===== src/rtl/btb_predictor_param.sv =====
// btb_predictor_param
// Direct-mapped branch target buffer with a per-entry valid bit, tag, target
// and saturating direction counter. It also keeps a saturating mispredict
// counter.
//
// Ports
//   clk, reset         single clock; synchronous active-high reset
//   lkp_valid, lkp_pc  fetch lookup; response registered one cycle later
//   rsp_valid          response valid (follows lkp_valid by one cycle)
//   rsp_hit            entry valid and tag matches
//   rsp_taken          hit and counter MSB set
//   rsp_target         stored target on hit, else 0
//   rsp_cnt            stored counter on hit, else 0
//   upd_valid, upd_pc, upd_taken, upd_target
//                      branch resolution update
//   flush              invalidate every entry
//   stat_mispred       saturating count of mispredicting updates
module btb_predictor_param #(
    parameter int ADDR_W = 32,
    parameter int IDX_W  = 4,
    parameter int CNT_W  = 2
) (
    input  logic              clk,
    input  logic              reset,
    input  logic              lkp_valid,
    input  logic [ADDR_W-1:0] lkp_pc,
    output logic              rsp_valid,
    output logic              rsp_hit,
    output logic              rsp_taken,
    output logic [ADDR_W-1:0] rsp_target,
    output logic [CNT_W-1:0]  rsp_cnt,
    input  logic              upd_valid,
    input  logic [ADDR_W-1:0] upd_pc,
    input  logic              upd_taken,
    input  logic [ADDR_W-1:0] upd_target,
    input  logic              flush,
    output logic [15:0]       stat_mispred
);

    localparam int ENTRIES = 1 << IDX_W;
    localparam int TAG_W   = ADDR_W - IDX_W;

    localparam logic [CNT_W-1:0] WNT = {1'b0, {(CNT_W-1){1'b1}}};
    localparam logic [CNT_W-1:0] WT  = {1'b1, {(CNT_W-1){1'b0}}};
    localparam logic [CNT_W-1:0] MAX = {CNT_W{1'b1}};

    logic              entryValid [ENTRIES];
    logic [TAG_W-1:0]  tagMem     [ENTRIES];
    logic [ADDR_W-1:0] targetMem  [ENTRIES];
    logic [CNT_W-1:0]  cntMem     [ENTRIES];

    logic [IDX_W-1:0]  updIdx;
    logic [TAG_W-1:0]  updTag;
    logic              updHit;
    logic [CNT_W-1:0]  updCnt;
    logic              predTaken;
    logic              mispredict;
    logic              updWrite;
    logic [CNT_W-1:0]  nextCnt;
    logic [ADDR_W-1:0] nextTarget;

    logic [IDX_W-1:0]  lkpIdx;
    logic [TAG_W-1:0]  lkpTag;
    logic              bypass;
    logic              entValid;
    logic [TAG_W-1:0]  entTag;
    logic [ADDR_W-1:0] entTarget;
    logic [CNT_W-1:0]  entCnt;
    logic              lkpHit;

    // Update side: evaluated on the pre-update entry
    always_comb begin
        updIdx     = upd_pc[IDX_W-1:0];
        updTag     = upd_pc[ADDR_W-1:IDX_W];
        updCnt     = cntMem[updIdx];
        updHit     = entryValid[updIdx] && (tagMem[updIdx] == updTag);
        predTaken  = updHit && updCnt[CNT_W-1];
        // The mispredict is counted even when a flush drops the write
        mispredict = upd_valid &&
                     ((predTaken != upd_taken) ||
                      (predTaken && upd_taken && (targetMem[updIdx] != upd_target)));
        // Not-taken misses are never allocated
        updWrite   = upd_valid && !flush && (updHit || upd_taken);

        nextCnt = WT;
        if (updHit) begin
            if (upd_taken)
                nextCnt = (updCnt == MAX) ? updCnt : updCnt + 1'b1;
            else
                nextCnt = (updCnt == '0) ? updCnt : updCnt - 1'b1;
        end
        nextTarget = upd_taken ? upd_target : targetMem[updIdx];
    end

    // Lookup side: write-first bypass so a same-index update is visible
    always_comb begin
        lkpIdx    = lkp_pc[IDX_W-1:0];
        lkpTag    = lkp_pc[ADDR_W-1:IDX_W];
        bypass    = updWrite && (updIdx == lkpIdx);
        entValid  = bypass ? 1'b1       : entryValid[lkpIdx];
        entTag    = bypass ? updTag     : tagMem[lkpIdx];
        entTarget = bypass ? nextTarget : targetMem[lkpIdx];
        entCnt    = bypass ? nextCnt    : cntMem[lkpIdx];
        lkpHit    = !flush && entValid && (entTag == lkpTag);
    end

    always_ff @(posedge clk) begin
        if (reset) begin
            for (int i = 0; i < ENTRIES; i++) begin
                entryValid[i] <= 1'b0;
                tagMem[i]     <= '0;
                targetMem[i]  <= '0;
                cntMem[i]     <= WNT;
            end
            rsp_valid    <= 1'b0;
            rsp_hit      <= 1'b0;
            rsp_taken    <= 1'b0;
            rsp_target   <= '0;
            rsp_cnt      <= '0;
            stat_mispred <= '0;
        end else begin
            if (flush) begin
                for (int i = 0; i < ENTRIES; i++)
                    entryValid[i] <= 1'b0;
            end else if (updWrite) begin
                entryValid[updIdx] <= 1'b1;
                tagMem[updIdx]     <= updTag;
                targetMem[updIdx]  <= nextTarget;
                cntMem[updIdx]     <= nextCnt;
            end

            if (mispredict && (stat_mispred != 16'hFFFF))
                stat_mispred <= stat_mispred + 16'd1;

            rsp_valid <= lkp_valid;
            if (lkp_valid) begin
                rsp_hit    <= lkpHit;
                rsp_taken  <= lkpHit && entCnt[CNT_W-1];
                rsp_target <= lkpHit ? entTarget : '0;
                rsp_cnt    <= lkpHit ? entCnt : '0;
            end
        end
    end

endmodule

===== config.mk =====
export PLATFORM = sky130hd
export DESIGN_NAME = btb_predictor_param
export DESIGN_NICKNAME = d
export VERILOG_FILES = /design/src/rtl/btb_predictor_param.sv
export SDC_FILE = /design/constraint.sdc
export NUM_CORES = 2
export LEC_CHECK = 0
export CORE_ASPECT_RATIO = 0.8
export CORE_UTILIZATION = 52
export DETAILED_ROUTE_END_ITERATION = 8
export GPL_TIMING_DRIVEN = 0
export PLACE_DENSITY = 0.78
export SLEW_MARGIN = 20
export SYNTH_ARGS = -nofsm -noshare
export SYNTH_HDL_FRONTEND = slang
export SYNTH_SLANG_ARGS = --single-unit

===== constraint.sdc =====
create_clock -name clk -period 17.1 [get_ports clk]
set_input_delay 1.71 -clock clk [delete_from_list [all_inputs] [get_ports clk]]
set_output_delay 1.71 -clock clk [all_outputs]
set_load 0.02 [all_outputs]

==> run summary <==
Status - complete, no violations
Critical Path Fanout Max - 32
Met2 wire length - 94200 µm
Gate power share - 14.5%
Post-synth top area share - 53.4%
Summed instance area of the synthesized netlist - 55700 µm²
Seq/Total Area, Yosys - 55.9%
Non-Filler Cell Area, Final - 63300 µm²
Total power after layout - 6.29 mW
Post-synth top flop - sky130_fd_sc_hd__edfxtp_1
Proportion of synthesized flip-flops having asynchronous set or reset - 0%
Die Ht - 295 µm
Lkg Pwr - 22.3 nW
CP Data Required Time - 17500 ps
Maximum clock frequency - 107 MHz
Per-cell routed wire length - 42.4 µm
Crit path time final - 9310 ps
Sum of negative setup slack - 0 ps
Number of post-CTS setup repair buffers - 0
# nets final - 4212
Total clock sinks - 1060
Largest net degree at the start of global routing - 33
Number of gates resized after CTS - 0
Power per standard cell area - 99.3 nW/µm²
Detailed-router iteration count before antenna repair - 7
Via count - 42600
Library cell used as clock root buffer - sky130_fd_sc_hd__clkbuf_16
Port Buffer Count - 136
Overflow left after global routing - 0
Fin util - 59.6%
IO Pins - 155
Headroom to the max-slew limit - 14.0%
Met1 routed wirelength after detailed routing - 73900 µm
Num CTS Buffers - 107
Switching share of power - 27.1%
Count of different cell masters after synthesis - 74
Hold slack final - 460 ps
Post-route fraction of the period consumed by the critical path - 54.4%
Critical Path AT - 9700 ps
Worst VDD drop - 81.0 µV
Hold bufs inserted after CTS - 0
Length of routed met3 wiring - 50600 µm
Kind of start point of the critical path - input port
Library cell with the largest summed area after synthesis - sky130_fd_sc_hd__edfxtp_1
DRC violation count after routing - 0
CTS tree - built
Worst hold path class - register to register
Wire length after detailed routing - 238000 µm
Antenna violations before repair - 8
Remaining antenna violation count - 0
Clock network power share - 37.7%
Largest cells by area after synthesis - sky130_fd_sc_hd__edfxtp_1 53%, sky130_fd_sc_hd__mux4_2 22%, sky130_fd_sc_hd__nor2_1 5.3%
Number of failing setup endpoints in the final timing report - 0
Maximum capacitance violations - 0
Global-route wire length before repair - 319000 µm
Transition time at the pin with the least slew margin - 1290 ps
Syn. warnings - 0
Post-route clock skew - 30.5 ps
Uppermost signal routing layer after detailed routing - met5
Flops & latches, synth - 1060
Number of vias per cell - 7.58
Final count of pins violating max slew - 0
RSZ-0062 raised after global routing - false
Maximum level of the CTS H-tree - 3
Placed wire-length estimate - 156000 µm
Overall track demand over capacity in global routing - 43.6%
Final Hold Fails - 0
Mapped Nets - 3930
WS Path Type - input port to register
Total die area - 109000 µm²
Switching power total - 1.70 mW
Layout cells sized above 1 - 23.4%
Placed cell area - 59900 µm²
Max Root-Sink Buffers - 3
Sort of element at the end of the critical path - register
Synthesized netlist cell count - 3826
Gpl congestion - 1.04
Average footprint of a synthesized cell - 14.6 µm²
Sequential share of power - 47.8%
Area inside the core boundary - 106000 µm²
Worst-Skew Late Latency - 740 ps
Initial cell density of the core - 52.4%
Clk slew on worst S/H paths - 60 ps
Vias in the first global route - 40200
Internal power contribution - 4.58 mW
Number of placement rows - 107
X dimension of the die - 368 µm
Layout Area Growth over Synthesis - 13.6%
Number of synthesized flops with an enable pin - 992
Number of design-rule violations left by the first detailed-router iteration - 8863
[layer usage]
metal	GRT usage, %	up-vias
met4	26.9	14
met1	53.3	20800
li1	-	15300
met2	58.4	5200
met3	25.8	1285
met5	0.403	-
[synth_stat cells (all sizes together) (13+ instances only)]
cell / number
a21oi: 21
a221oi: 13
a22o: 40
a22oi: 20
and2: 244
buf: 168
clkbuf: 194
dfxtp: 68
edfxtp: 992
inv: 47
mux2: 31
mux2i: 187
mux4: 539
nand2: 100
nand2b: 22
nand3: 25
nand4: 26
nor2: 784
nor2b: 16
nor3: 22
nor4: 15
o21ai: 17
o22ai: 21
xnor2: 69
xor2: 33
[state kept, by name, summed over array words and instances, names as in the netlist]
| register | count |
|---|---|
| tagMem | 448 |
| rsp_hit | 1 |
| targetMem | 512 |
| stat_mispred | 16 |
| entryValid | 16 |
| rsp_cnt | 1 |
| rsp_target | 32 |
| rsp_valid | 1 |
| rsp_taken | 1 |
| cntMem | 32 |
[worst paths after layout]
| path | from | to | slack [ps] | depth (start not counted) |
|---|---|---|---|---|
| setup / recovery | upd_pc[0] | tagMem[1][18] | 7790 | 15 |
| hold / removal | entryValid[0] | entryValid[0] | 460 | 2 |
| setup reg to reg | tagMem[15][20] | tagMem[1][18] | 10690 | 11 |
| hold reg to reg | entryValid[0] | entryValid[0] | 460 | 2 |
[layout by cell type, fill, tap and decap left out, types with 9 or more instances in the layout]
cell                              instances
sky130_fd_sc_hd__a211oi_1                11
sky130_fd_sc_hd__a21oi_1                 21
sky130_fd_sc_hd__a221oi_1                12
sky130_fd_sc_hd__a22o_1                  40
sky130_fd_sc_hd__a22oi_1                 20
sky130_fd_sc_hd__and2_1                 244
sky130_fd_sc_hd__and3_1                  11
sky130_fd_sc_hd__buf_1                   12
sky130_fd_sc_hd__buf_12                  13
sky130_fd_sc_hd__buf_16                  19
sky130_fd_sc_hd__buf_2                  123
sky130_fd_sc_hd__buf_4                   23
sky130_fd_sc_hd__buf_6                   11
sky130_fd_sc_hd__bufinv_16               10
sky130_fd_sc_hd__clkbuf_1               192
sky130_fd_sc_hd__clkbuf_16              108
sky130_fd_sc_hd__clkbuf_2                24
sky130_fd_sc_hd__clkdlybuf4s50_1        136
sky130_fd_sc_hd__clkinv_1                31
sky130_fd_sc_hd__clkinv_2                22
sky130_fd_sc_hd__dfxtp_1                 68
sky130_fd_sc_hd__edfxtp_1               992
sky130_fd_sc_hd__inv_1                   44
sky130_fd_sc_hd__mux2_2                  31
sky130_fd_sc_hd__mux2i_1                186
sky130_fd_sc_hd__mux4_2                 539
sky130_fd_sc_hd__nand2_1                100
sky130_fd_sc_hd__nand2b_4                16
sky130_fd_sc_hd__nand3_1                 25
sky130_fd_sc_hd__nand4_1                 26
sky130_fd_sc_hd__nor2_1                 783
sky130_fd_sc_hd__nor2b_1                 15
sky130_fd_sc_hd__nor3_1                  13
sky130_fd_sc_hd__nor3_4                   9
sky130_fd_sc_hd__o21ai_0                 15
sky130_fd_sc_hd__o22ai_1                 21
sky130_fd_sc_hd__or3_1                   11
sky130_fd_sc_hd__xnor2_1                 69
sky130_fd_sc_hd__xor2_1                  33
[layout make-up]
class,instances,area [µm²]
Fill cell,7936,43000
Sequential cell,1060,31100
Multi-Input combinational cell,2348,22900
Clock buffer,129,2790
Timing Repair Buffer,173,2190
Tap cell,1417,1770
Buffer,362,1700
Clock inverter,66,608
Inverter,56,210
Antenna cell,4,10.0
[per-stage QoR]
stage / setup WS, ps / instances
after floorplan: 10560 / 3826
after global placement: 5060 / 5379
after detailed placement: 7860 / 5414
after CTS: 8560 / 5609
after global routing: 8180 / 5611
final: 7790 / 5615
[cell families (layout without fill, tap and decap cells)]
group	after synthesis	count (layout)	synth area share (%)
simple gates	1291	1291	10.7
flops	1060	1060	55.9
mux	757	757	25.8
buf+inv	418	786	3.32
compound gates	195	195	2.64
xor+xnor	102	102	1.60
fa+ha+maj	3	3	0.0628
other cells	0	4	0
[worst max-delay path, stage by stage]
cell and delay (ps):
sky130_fd_sc_hd__clkdlybuf4s50_1 840, sky130_fd_sc_hd__buf_2 570, sky130_fd_sc_hd__buf_4 530, sky130_fd_sc_hd__buf_4 500
sky130_fd_sc_hd__buf_4 430, sky130_fd_sc_hd__mux4_2 380, sky130_fd_sc_hd__xnor2_1 430, sky130_fd_sc_hd__nor3_1 770
sky130_fd_sc_hd__nand4_1 280, sky130_fd_sc_hd__nor4_4 760, sky130_fd_sc_hd__o21a_1 300, sky130_fd_sc_hd__nand4_1 320
sky130_fd_sc_hd__clkbuf_1 580, sky130_fd_sc_hd__nand2b_4 840, sky130_fd_sc_hd__buf_16 370
[power groups by stage]
stage	clock network [mW]	registers, mW	logic, mW
after floorplan	0	3.03	0.494
after global placement	0	3.07	0.812
after detailed placement	0	3.05	0.846
after CTS	2.33	3.00	0.851
after global routing	2.43	3.01	0.901
final	2.37	3.01	0.912
Power figures use the tool's default switching activity.
